File: src/rtl/fifo_pkg.sv
// Shared sizing and flag thresholds for the 16x8 synchronous FIFO.
package fifo_pkg;

    localparam int WIDTH = 8;
    localparam int DEPTH = 16;
    localparam int AW    = 4;

    typedef logic [AW:0] cnt_t;

    localparam cnt_t PE_THRESH = cnt_t'(4);
    localparam cnt_t PF_THRESH = cnt_t'(12);
    localparam cnt_t CNT_FULL  = cnt_t'(DEPTH);

endpackage

File: src/rtl/fifo_regfile.sv
// DEPTH x WIDTH register array: one synchronous write port, one async read port.
module fifo_regfile
    import fifo_pkg::*;
(
    input  logic             clk,
    input  logic             we,
    input  logic [AW-1:0]    waddr,
    input  logic [WIDTH-1:0] wdata,
    input  logic [AW-1:0]    raddr,
    output logic [WIDTH-1:0] rdata
);

    logic [WIDTH-1:0] mem [DEPTH];

    // Storage is deliberately left unreset; only written entries are ever read.
    always_ff @(posedge clk) begin
        if (we) begin
            mem[waddr] <= wdata;
        end
    end

    assign rdata = mem[raddr];

endmodule

File: src/rtl/sync_fifo_16x8.sv
// Single-clock 16x8 FIFO with registered read data and registered status flags.
module sync_fifo_16x8
    import fifo_pkg::*;
(
    input  logic             clk,
    input  logic             RESET,
    input  logic [WIDTH-1:0] DATA_IN,
    input  logic             WE,
    input  logic             RE,
    output logic [WIDTH-1:0] DOUT,
    output logic             EF,
    output logic             PEF,
    output logic             FF,
    output logic             PFF
);

    logic [AW-1:0]    wptr;
    logic [AW-1:0]    rptr;
    cnt_t             count;
    cnt_t             count_nxt;
    logic             rd_ok;
    logic             wr_ok;
    logic [WIDTH-1:0] rdata;

    // A read in the same cycle frees the slot a write into a full FIFO needs.
    assign rd_ok = RE && !EF;
    assign wr_ok = WE && (!FF || rd_ok);

    always_comb begin
        count_nxt = count;
        unique case ({wr_ok, rd_ok})
            2'b10:   count_nxt = count + cnt_t'(1);
            2'b01:   count_nxt = count - cnt_t'(1);
            default: count_nxt = count;
        endcase
    end

    fifo_regfile u_regfile (
        .clk   (clk),
        .we    (wr_ok),
        .waddr (wptr),
        .wdata (DATA_IN),
        .raddr (rptr),
        .rdata (rdata)
    );

    always_ff @(posedge clk or negedge RESET) begin
        if (!RESET) begin
            wptr  <= '0;
            rptr  <= '0;
            count <= '0;
            DOUT  <= '0;
            EF    <= 1'b1;
            PEF   <= 1'b0;
            FF    <= 1'b0;
            PFF   <= 1'b0;
        end else begin
            if (wr_ok) begin
                wptr <= wptr + AW'(1);
            end
            if (rd_ok) begin
                rptr <= rptr + AW'(1);
                DOUT <= rdata;
            end
            count <= count_nxt;
            EF    <= (count_nxt == '0);
            PEF   <= (count_nxt != '0) && (count_nxt <= PE_THRESH);
            FF    <= (count_nxt == CNT_FULL);
            PFF   <= (count_nxt >= PF_THRESH) && (count_nxt < CNT_FULL);
        end
    end

endmodule

File: config.mk
export PLATFORM = sky130hd
export DESIGN_NAME = sync_fifo_16x8
export DESIGN_NICKNAME = d
export VERILOG_FILES = /design/src/rtl/fifo_pkg.sv /design/src/rtl/fifo_regfile.sv /design/src/rtl/sync_fifo_16x8.sv
export SDC_FILE = /design/constraint.sdc
export NUM_CORES = 1
export LEC_CHECK = 0
export CAP_MARGIN = 15
export CELL_PAD_IN_SITES_DETAIL_PLACEMENT = 1
export CELL_PAD_IN_SITES_GLOBAL_PLACEMENT = 1
export CORE_MARGIN = 5
export CORE_UTILIZATION = 57
export CTS_CLUSTER_SIZE = 30
export DETAILED_ROUTE_END_ITERATION = 16
export MAX_ROUTING_LAYER = met4
export PLACE_DENSITY_LB_ADDON = 0.1
export SYNTH_ARGS = -nofsm -noshare
export SYNTH_HDL_FRONTEND = slang
export SYNTH_SLANG_ARGS = --single-unit
File: constraint.sdc
create_clock -name clk -period 8.9 [get_ports clk]
set_clock_uncertainty 0.2 [all_clocks]
set_input_delay 1.335 -clock clk [delete_from_list [all_inputs] [get_ports clk]]
set_output_delay 1.335 -clock clk [all_outputs]
set_load 0.05 [all_outputs]
Word-level counts from Yosys, hierarchy flattened
Memory sizes are Yosys's and may differ from the RTL's. A register that Yosys moved wholly into a read port is not among the register bits.
Index checks and enable logic that the tools add are counted.
{ "word_totals": {"ff_bits": 17, "ram_bits": 128, "out_inout_bits": 12, "elab_cells": 31, "memories": 1} }
{ "op_classes": {"add_sub_neg": 4, "order_cmp": 3, "eq_ne": 3, "n_mux": 3, "n_reduce_logical": 10} }
{ "memory_table": {"columns": ["memory", "depth", "width", "read_ports", "rd_clocked_by_memory_dff", "wr", "line", "source"], "rows": [
  ["u_regfile.mem", 16, 8, 1, 1, 1, "fifo_regfile.sv:13", "logic [WIDTH-1:0] mem [DEPTH];"]
]} }
{ "ops": {"columns": ["operator", "n"], "rows": [
  ["$pmux W5 S2", 1],
  ["$add A4 B1 Y4 const B", 2],
  ["$add A5 B1 Y5 const B", 1],
  ["$eq A5 B5 Y1 const B", 1],
  ["$ge A5 B4 Y1 const B", 1],
  ["$le A5 B3 Y1 const B", 1],
  ["$logic_not A5 Y1", 1],
  ["$lt A5 B5 Y1 const B", 1],
  ["$reduce_bool A5 Y1", 1],
  ["$sub A5 B1 Y5 const B", 1],
  ["$logic_and A1 B1 Y1", 4],
  ["$logic_not A1 Y1", 3],
  ["$eq A2 B1 Y1 const B", 1],
  ["$eq A2 B2 Y1 const B", 1],
  ["$mux W1", 2],
  ["$logic_or A1 B1 Y1", 1]
]} }

Depth between registers and ports, before layout
Gate-level depths: netlist of run 1.
{ "depth": {"depth_word": 8, "ltp_mapped": 13, "depth_no_buf": 11} }

Modules after synthesis
A second synthesis of run 1 with hierarchy kept.
{ "hier_totals": {"cells_unflattened": 318, "area_unflattened_um2": 6177.2} }
{ "modules_own_cells": {"columns": ["mod", "instances", "cells_per_inst", "area_each_um2", "seq_area_each_um2"], "rows": [
  ["fifo_regfile", 1, 221, 4987.3, 3843.7],
  ["sync_fifo_16x8", 1, 97, 1189.9, 626.9]
]} }

Worst setup path before layout of run 1
No wires, ideal clock.
{ "synth_path": {"path_type": "input-to-reg", "from": "input port RE", "to": "register FF", "setup_ps": 88, "t_arrival_ps": 3628, "path_slack_ps": 4984, "stages": 13, "path_buffers": 2, "path_cell_list": "nand2b_1 -> clkbuf_1 -> a21boi_0 -> inv_1 -> ha_1 -> buf_4 -> xor2_1 -> ha_1 -> a21oi_1 -> or3_1 -> a211oi_2 -> xor2_1 -> nor3b_1"} }
{ "synth_via": {"elab_chain_len": 6} }
{ "synth_lines": {"columns": ["item", "line", "source"], "rows": [
  ["from (decl)", "sync_fifo_16x8.sv:9", "input logic RE,"],
  ["$logic_and A1 B1 Y1 *", "sync_fifo_16x8.sv:26", "assign rd_ok = RE && !EF;"],
  ["$logic_or A1 B1 Y1", "sync_fifo_16x8.sv:27", "assign wr_ok = WE && (!FF || rd_ok);"],
  ["$logic_and A1 B1 Y1", "sync_fifo_16x8.sv:27", null],
  ["$eq A2 B1 Y1 or $eq A2 B2 Y1 (tied branches)", "sync_fifo_16x8.sv:31", "unique case ({wr_ok, rd_ok})"],
  ["$pmux W5 S2 *", "sync_fifo_16x8.sv:31", null],
  ["named net count_nxt[4]", "sync_fifo_16x8.sv:20", "cnt_t count_nxt;"],
  ["$eq A5 B5 Y1 *", "sync_fifo_16x8.sv:68", "FF <= (count_nxt == CNT_FULL);"],
  ["to (signal assigned)", "sync_fifo_16x8.sv:68", null],
  ["to (decl)", "sync_fifo_16x8.sv:13", "output logic FF,"]
]} }
Mark *: on every way through the listed nets, which the timed path passes. The rest lies on a longest branch.
A chain may end at the register's enable or synchronous reset.

Final worst setup path of run 1
Same ends and word-level chain as after synthesis.

==> run_results.csv, run 1 <==
group,metric,value,unit
global_route,grt-ovfl-total,0,
critical_path,worstPathMaxFanout,20,
clocking,cts_setup_buffers,0,
critical_path,cpMaxStageDelayCell,"a21boi_0",
global_route,grt_usage,22.81,%
timing,min_period,5.285,ns
global_route,grt_pass1_wl,20.53,mm
clocking,cts_tree,"yes",
timing,max_freq,189.2,MHz
job,drv_cap,0,
layout,layout-drive-gt1-share,19.06,%
clocking,cts_buffers,17,
logic_synthesis,syn_area,6231,µm²
logic_synthesis,synth-adder-area-share,1.606,%
logic_synthesis,synth_fp_nets,344,
logic_synthesis,synth_compound_area_share,2.711,%
critical_path,arrival,5.52,ns
clocking,htreeDepth,4,
layout,multiInputGateArea,1629,µm²
logic_synthesis,synth_xor_area_share,1.546,%
route,drtIter0Drc,189,
timing,rsz0062_at_grt,"false",
floorplanning,chipWidth,114.6,µm
hold_path,min-delay-start,"DOUT[0]",
layout,fillers,873,
critical_path,critical_path.top_delay_family,"compound AO/OA/AOI/OAI gates",
timing,setup_ws,3.615,ns
route,wl_per_cell,26.89,µm
critical_path,path_cells,"clkdlybuf4s50_1 > nand2b_1 > a21boi_0 > inv_1 > ha_1 > xor2_1 > ha_1 > a21oi_1 > or3_1 > a211oi_2 > xor2_1 > nor3b_1",
logic_synthesis,synth_edf_count,128,
logic_synthesis,synth_common_cells,"edfxtp_1 (128), dfrtp_1 (24), mux4_2 (24), and2_1 (13)",
hold_path,whs_endpoint,"DOUT[0]",
power_and_ir_drop,peakVddDrop,0.3714,mV
critical_path,reg2reg_depth,11,
logic_synthesis,ys_seq_elements,153,
timing,hold_viol_final,0,
critical_path,startpoint_type,"input port",
route,viasPerCell,6.147,
floorplanning,core-area,10790,µm²
clocking,cts.sink_count,153,
place,globalplace.congestion,0.7840,
hold_path,holdCritPathClass,"flop to flop",
global_route,grt_max_degree,36,
logic_synthesis,synth_area_leaders,"edfxtp_1 (62%), dfrtp_1 (9.6%), mux4_2 (8.7%)",
logic_synthesis,synth.distinct_cells,40,
global_route,grt.busiest_layer,"met2",
logic_synthesis,syn-mean-instance-area,19.23,µm²
hold_path,hold_path_depth,1,
critical_path,critical_path_buf_inv_count,2,
route,firstDrtPassIters,5,
layout,finalNetCount,369,
floorplanning,dieArea,13120,µm²
clocking,cts_resized,0,
critical_path,r2r_start,"EF",
clocking,cts_hold_buffers,0,
logic_synthesis,async_flop_share,16.34,%
floorplanning,io_pins,24,
route,vias,3086,
logic_synthesis,yosys_warnings,0,
logic_synthesis,netlist_instances,324,
clocking,clk_latency,0.52,ns
clocking,cts_root_buf,"clkbuf_8",
logic_synthesis,yosys-mux-area-fraction,15.12,%
place,portBuffers,23,
timing,slew_headroom,25.00,%
layout,n_antenna_cell,0,
floorplanning,initial_core_util,57.73,%
route,routed_wl,13.50,mm
clocking,clock_path_buffers,2,
route,drcViolationCount,0,
critical_path,worstSetupPathType,"input port to flop",
global_route,use_met2,36.79,%
logic_synthesis,yosys.area_share.simple,5.161,%
global_route,grt_pass1_vias,3302,
layout,syn2layout_area_growth,14.40,%
place,place_ws,3.065,ns
power_and_ir_drop,power.density,341.5,nW/µm²
logic_synthesis,synth_top_area_share,61.69,%
global_route,grtUsageMet1,29.28,%
critical_path,worstSetupEndpointType,"flop",
timing,drv_slew,0,
layout,seq_area,4472,µm²
floorplanning,rows,38,
floorplanning,fp.dieH,114.6,µm
global_route,antenna_found_initial,0,
global_route,grt_util_met3,5.603,%
logic_synthesis,yosysSeqAreaShare,71.75,%
timing,setup_violations,0,
critical_path,max_stage_delay,1.04,ns
critical_path,worstPathRequired,9.13,ns
power_and_ir_drop,leakagePower,0.002445,µW
outcome,outcome,"complete, no violations",
logic_synthesis,yosysTopAreaCell,"edfxtp_1",
clocking,clkTransAtPathRegs,0.06,ns
critical_path,worst_r2r_endpoint,"FF",
logic_synthesis,synth_top_family_by_area,"multiplexers",
timing,tightest_slew,1.115,ns
route,antenna_left,0,
critical_path,r2r_setup_slack,4.44,ns
logic_synthesis,synthFlopType,"edfxtp_1",
timing,period_share,59.38,%
logic_synthesis,synth_most_common_cell,"edfxtp_1",
place,hpwl,7.872,mm
timing,fin_setup_tns,0,ns
-- final cells by class --
| class | count | share of cell area [%] |
|---|---|---|
| well taps | 140 | 2.457 |
| clock buffers | 18 | 5.863 |
| multi-input cells | 146 | 22.85 |
| clock inverters | 14 | 2.405 |
| inverters | 6 | 0.3160 |
| repair buffers | 25 | 3.370 |
| flip-flops and latches | 153 | 62.73 |
-- worst max-delay path by stage --
stage | slack [ns] | start | to | depth (start not counted)
2_1_floorplan | 4.98 | RE | FF | 13
3_3_place_gp | 3.36 | RE | FF | 12
3_5_place_dp | 3.06 | RE | FF | 12
4_1_cts | 3.62 | RE | FF | 12
5_1_grt | 3.18 | RE | FF | 12
6_report | 3.61 | RE | FF | 12
-- worst register-to-register path, stage by stage (launching register included) --
cell	delay (ns)
dfstp_2	0.37
nand2b_1	0.47
a21boi_0	1.04
inv_1	0.26
ha_1	0.40
xor2_1	0.21
ha_1	0.23
a21oi_1	0.08
or3_1	0.33
a211oi_2	0.22
xor2_1	0.33
nor3b_1	0.24
-- where the power goes --
part	switching [µW]	internal (µW)	leakage, µW
Sequential	99.5	894	0.00146
Clock	287	428	0.000273
Combinational	400	326	0.000714
-- flip-flops by register name, summed over array words and instances (netlist names), 4 cells and up --
signal	count
wptr	4
DOUT	8
u_regfile.mem	128
rptr	4
count	5
-- placed cells by master (no fill, tap or decap), types with 3 or more instances in the layout --
cell and n:
edfxtp_1 128, mux4_2 24, dfrtp_1 23, clkdlybuf4s50_1 22, clkbuf_16 16, and2_1 13
nor3_1 11, mux2i_1 9, nand2_1 9, mux2_2 9, a221o_1 8, mux4_1 8
ha_1 8, xnor2_1 7, inv_1 6, nor2_1 5, a21oi_1 4, xor2_1 4
nor3b_1 4, and4_1 4, clkinvlp_4 4, o21ai_0 3, bufinv_16 3, clkinv_4 3
-- layer usage --
metal,vias up,wire [µm]
met5,-,0
met4,0,205
met3,15,597
met2,90,7104
met1,1629,5595
li1,1352,-
-- cells by family (layout without fill, tap and decap cells) --
logic type | after synthesis | after routing
and+or+nand+nor | 56 | 56
xor gates and xnor gates | 11 | 11
DFF | 153 | 153
buffers and inverters | 25 | 63
muxes | 50 | 50
AOI/OAI and AO/OA | 21 | 21
adders and majority gates | 8 | 8
-- per-stage QoR --
step / hold WS, ns / total power (µW) / instance area [µm²] / utilization, % / std cells
after floorplan: 0.2745 / 1526 / 6231 / - / 324
after global placement: 0.3042 / 1699 / 6544 / 60.63 / 470
after detailed placement: 0.3121 / 1731 / 6544 / 60.63 / 470
after CTS: 0.3269 / 2456 / 7133 / 66.09 / 502
after global routing: 0.3471 / 2543 / 7128 / 66.04 / 502
final: 0.3225 / 2434 / 7128 / 66.04 / 502
Note: power is estimated with default switching activity, not from simulation.
==> run 2, diff against run 1 <==
--- a/config.mk
+++ b/config.mk
@@ -9,7 +9,7 @@
 export CELL_PAD_IN_SITES_DETAIL_PLACEMENT = 1
 export CELL_PAD_IN_SITES_GLOBAL_PLACEMENT = 1
 export CORE_MARGIN = 5
-export CORE_UTILIZATION = 57
+export CORE_UTILIZATION = 53
 export CTS_CLUSTER_SIZE = 30
 export DETAILED_ROUTE_END_ITERATION = 16
 export MAX_ROUTING_LAYER = met4
==> constraint.sdc (replaced) <==
create_clock -name clk -period 5.05 [get_ports clk]
set_clock_uncertainty 0.2 [all_clocks]
set_input_delay 0.7575 -clock clk [delete_from_list [all_inputs] [get_ports clk]]
set_output_delay 0.7575 -clock clk [all_outputs]
set_load 0.05 [all_outputs]
==> run 2 against run 1 <==
Net effect:
- setup slack worse by 2.3 ns
- worst hold slack hardly changed
- flip-flop and latch count stayed put
- utilization down 3.3 points
- critical endpoint unchanged
==> run_results.csv, run 2 (synthesis gave the netlist of run 1 again) <==
group,metric,value,unit
layout,reg.largest.list,"u_regfile.mem (128), DOUT (8), count (5)",
critical_path,startpoint_type,"input port",
power_and_ir_drop,peakVddDrop,0.5297,mV
critical_path,worstSetupPathType,"input port to flop",
timing,drv_slew,0,
route,drtIter0Drc,243,
place,hpwl,7.799,mm
clocking,cts_tree,"yes",
route,viasPerCell,5.976,
critical_path,cp-endpoint,"FF",
clocking,cts_resized,0,
global_route,grt-ovfl-total,0,
clocking,htreeDepth,4,
route,routed_wl,12.47,mm
critical_path,startpoint,"RE",
global_route,grt_max_degree,35,
global_route,grt_pass1_wl,19.44,mm
timing,slew_headroom,31.46,%
place,place_area,6564,µm²
critical_path,r2r_start,"EF",
clocking,clock_path_buffers,2,
layout,syn2layout_area_growth,15.48,%
floorplanning,dieArea,14020,µm²
route,antenna_left,0,
floorplanning,fp.dieH,118.4,µm
floorplanning,io_pins,24,
clocking,cts_root_buf,"clkbuf_16",
critical_path,worst_r2r_endpoint,"FF",
place,place_ws,0.8946,ns
route,firstDrtPassIters,4,
job,drv_cap,0,
power_and_ir_drop,power.density,606.9,nW/µm²
floorplanning,chipWidth,118.4,µm
timing,setup_violations,0,
critical_path,arrival,3.89,ns
layout,final_common_cell,"edfxtp_1",
route,drcViolationCount,0,
hold_path,holdCritPathClass,"flop to flop",
timing,hold_viol_final,0,
clocking,cts_hold_buffers,0,
timing,rsz0062_at_grt,"false",
critical_path,reg2reg_depth,12,
critical_path,worstPathMaxFanout,11,
timing,setup_ws,1.288,ns
layout,layout-drive-gt1-share,19.23,%
layout,layout_common_cells,"edfxtp_1 (128), mux4_2 (24), clkdlybuf4s50_1 (23), dfrtp_1 (22), clkbuf_16 (17)",
power_and_ir_drop,leakagePower,0.002491,µW
clocking,cts.sink_count,153,
timing,max_freq,265.8,MHz
outcome,outcome,"complete, no violations",
timing,min_period,3.762,ns
layout,finalNetCount,371,
critical_path,r2r_setup_slack,1.64,ns
layout,largest-register,"u_regfile.mem",
clocking,cts_setup_buffers,0,
layout,n_antenna_cell,0,
floorplanning,initial_core_util,54.34,%
route,wl_per_cell,24.60,µm
floorplanning,core-area,11470,µm²
place,globalplace.congestion,0.7267,
critical_path,worstSetupEndpointType,"flop",
global_route,grt_pass1_vias,3205,
timing,fin_setup_tns,0,ns
layout,fin_util,62.75,%
clocking,cts_buffers,17,
timing,period_share,74.49,%
global_route,grt_usage,19.30,%
global_route,antenna_found_initial,0,
place,portBuffers,23,
timing,tightest_slew,1.028,ns
route,vias,3030,
power_and_ir_drop,finalPower,4367,µW
clocking,clkTransAtPathRegs,0.06,ns
critical_path,worstPathRequired,5.18,ns
layout,fillers,967,
layout,largest_reg_flops,128,
floorplanning,rows,39,
clocking,clk_latency,0.42,ns
layout,final_area,7196,µm²
[run 2: layer usage]
metal / share of wire, % / track usage, % / vias to the layer above
met5: 0 / - / -
met2: 50 / 29.61 / 61
met1: 45 / 25.74 / 1597
met3: 4.0 / 4.632 / 12
li1: - / - / 1360
met4: 1.3 / 6.449 / 0
[run 2: layout make-up]
class                   count  area, µm²  area share, %
clock buffers              18      429.2          5.964
clock inverters            14      202.7          2.817
inverters                   6      22.52         0.3130
multi-input cells         146       1629          22.64
flip-flops and latches    153       4473          62.16
well taps                 143      178.9          2.487
repair buffers             27      260.3          3.617
[run 2: worst max-delay path, stage by stage]
cell and delay [ns]:
clkdlybuf4s50_1 0.46, nand2b_1 0.07, a21boi_0 0.27, buf_4 0.24, inv_1 0.10, ha_1 0.31, xor2_1 0.22, ha_1 0.24
a21oi_1 0.08, or3_1 0.33, a211oi_2 0.21, xor2_1 0.35, nor3b_1 0.23
[run 2: report_power, final]
part           switching [µW]  internal [µW]
Sequential                285           1570
Clock                     483            871
Combinational             578            576
[run 2: through the flow]
| step | cells | hold slack [ns] |
|---|---|---|
| 3_3_place_gp | 475 | 0.3039 |
| 2_1_floorplan | 324 | 0.2619 |
| 3_5_place_dp | 475 | 0.3127 |
| 4_1_cts | 507 | 0.3247 |
| 5_1_grt | 507 | 0.3468 |
| 6_report | 507 | 0.3228 |
[run 2: worst min-delay path by stage]
stage,to,cells after the start,from,slack (ns)
finish,count[4],1,count[4],0.32
global route,count[4],1,count[4],0.35
CTS,count[4],1,count[4],0.32
detailed placement,DOUT[4],1,DOUT[4],0.31
global placement,DOUT[1],1,DOUT[1],0.30
floorplan,DOUT[0],0,RESET,0.26
==> run 3, diff against run 2 <==
--- a/config.mk
+++ b/config.mk
@@ -9,7 +9,7 @@
 export CELL_PAD_IN_SITES_DETAIL_PLACEMENT = 1
 export CELL_PAD_IN_SITES_GLOBAL_PLACEMENT = 1
 export CORE_MARGIN = 5
-export CORE_UTILIZATION = 53
+export CORE_UTILIZATION = 48
 export CTS_CLUSTER_SIZE = 30
 export DETAILED_ROUTE_END_ITERATION = 16
 export MAX_ROUTING_LAYER = met4
==> constraint.sdc (replaced) <==
create_clock -name clk -period 3.3 [get_ports clk]
set_clock_uncertainty 0.2 [all_clocks]
set_input_delay 0.495 -clock clk [delete_from_list [all_inputs] [get_ports clk]]
set_output_delay 0.495 -clock clk [all_outputs]
set_load 0.05 [all_outputs]
==> run 3 against run 2 <==
Net effect:
- global-route usage fell by 1.0 points
- design area rose by 0.96%
- combinational power rose by 78%
- critical path depth did not move
- sequential power rose by 42%
- register-to-register slack got worse by 1.4 ns
- power rose by 50%
- clock power rose by 39%
- flip-flop and latch count did not move
- utilization fell by 5.4 points
- first-iteration DRC count fell by 7.0%
- routed wire length fell by 1.4%
- critical path type unchanged
- critical endpoint unchanged
==> run_results.csv, run 3 (synthesis gave the netlist of run 1 again) <==
group,metric,value,unit
critical_path,reg2reg_depth,12,
global_route,grt_pass1_vias,3336,
floorplanning,core-area,12670,µm²
layout,final_area,7264,µm²
clocking,cts_tree,"yes",
timing,fin_setup_tns,0,ns
timing,drv_slew,0,
floorplanning,rows,41,
route,drcViolationCount,0,
layout,syn2layout_area_growth,16.59,%
route,antenna_left,0,
floorplanning,fp.dieH,123.9,µm
place,globalplace.congestion,0.7136,
clocking,cts_hold_buffers,0,
timing,slew_headroom,59.06,%
timing,setup_ws,0.2100,ns
timing,rsz0062_at_grt,"false",
critical_path,worstSetupEndpointType,"flop",
place,dp.cells,513,
place,place_area,6679,µm²
layout,layout_common_cells,"edfxtp_1 (128), mux4_2 (24), dfrtp_1 (23), clkdlybuf4s50_1 (23), clkbuf_16 (17)",
hold_path,holdCritPathClass,"input port to asynchronous set/reset pin",
clocking,cts_root_buf,"clkbuf_16",
route,wl_per_cell,22.56,µm
route,firstDrtPassIters,4,
global_route,antenna_found_initial,0,
critical_path,startpoint_type,"input port",
layout,reg.largest.list,"u_regfile.mem (128), DOUT (8), count (5)",
layout,fillers,1144,
global_route,grt_usage,18.30,%
clocking,clk_latency,0.42,ns
place,portBuffers,23,
route,viasPerCell,5.541,
global_route,grt_pass1_wl,19.35,mm
route,routed_wl,12.29,mm
layout,largest_reg_flops,128,
critical_path,arrival,3.21,ns
route,drtIter0Drc,226,
timing,hold_viol_final,0,
timing,setup_violations,0,
power_and_ir_drop,peakVddDrop,0.4292,mV
timing,max_freq,323.6,MHz
place,place_ws,-0.1913,ns
layout,layout-drive-gt1-share,21.18,%
clocking,cts_setup_buffers,0,
clocking,cts_buffers,17,
layout,final_common_cell,"edfxtp_1",
floorplanning,dieArea,15360,µm²
layout,instances_no_fill,545,
layout,n_antenna_cell,0,
clocking,clkTransAtPathRegs,0.06,ns
timing,period_share,93.64,%
layout,finalNetCount,380,
floorplanning,io_pins,24,
floorplanning,chipWidth,123.9,µm
critical_path,r2r_start,"EF",
global_route,grt-ovfl-total,0,
power_and_ir_drop,power.density,904.4,nW/µm²
power_and_ir_drop,finalPower,6570,µW
timing,min_period,3.090,ns
place,hpwl,8.348,mm
floorplanning,initial_core_util,49.18,%
power_and_ir_drop,leakagePower,0.002510,µW
layout,largest-register,"u_regfile.mem",
clocking,clock_path_buffers,2,
timing,tightest_slew,0.6123,ns
clocking,htreeDepth,4,
global_route,grt_max_degree,35,
critical_path,worst_r2r_endpoint,"FF",
critical_path,worstPathRequired,3.42,ns
clocking,cts.sink_count,153,
critical_path,worstSetupPathType,"input port to flop",
outcome,outcome,"complete, no violations",
route,vias,3020,
critical_path,r2r_setup_slack,0.24,ns
job,drv_cap,0,
critical_path,worstPathMaxFanout,5,
run 3: what timing repair did:
item	in CTS	in global routing
setup endpoints to repair	0	2
hold endpoints to repair	0	0
gates resized for setup	0	2
run 3: final cells by class:
type | count | area, µm² | area share [%]
Tap cell | 172 | 215.2 | 2.962
Timing Repair Buffer | 36 | 344.1 | 4.736
Clock buffer | 18 | 429.2 | 5.908
Clock inverter | 14 | 145.1 | 1.998
Sequential cell | 153 | 4472 | 61.56
Inverter | 6 | 22.52 | 0.3100
Multi-Input combinational cell | 146 | 1637 | 22.53
run 3: worst max-delay path by stage:
stage	cells past startpoint	slack [ns]	to	start
finish	13	0.21	FF	RE
global route	13	0.01	PEF	RE
CTS	11	0.14	FF	EF
detailed placement	13	-0.19	FF	RE
global placement	13	-0.13	FF	RE
floorplan	13	0.08	FF	EF
run 3: critical path, cell delays in order:
cell and delay (ns):
clkdlybuf4s50_1 0.45, nand2b_1 0.09, a21boi_0 0.20, buf_4 0.14, inv_1 0.05, ha_1 0.21, xor2_1 0.16, ha_1 0.23
a21oi_1 0.08, or3_1 0.33, a211oi_2 0.26, xor2_2 0.25, nor3b_1 0.24
run 3: report_power, final:
part / switching (µW) / internal, µW / leakage, µW
registers: 233 / 2410 / 0.00146
logic: 1100 / 945 / 0.000774
clock network: 765 / 1120 / 0.000279
total: 2100 / 4470 / 0.00251
run 3: metal layers:
layer  up-vias  wire length (µm)  track usage, %
li1       1368                 -               -
met1      1589              5475           23.12
met2        49              6227           28.89
met3        14               448           5.086
met4         0               142           6.160
met5         -                 0               -
run 3: stage by stage:
step,utilization (%),hold WS (ns)
finish,57.33,0.2569
CTS,57.24,0.2525
floorplan,-,-0.0005910
detailed placement,52.71,0.3065
global placement,52.71,0.2977
global route,57.33,0.2687
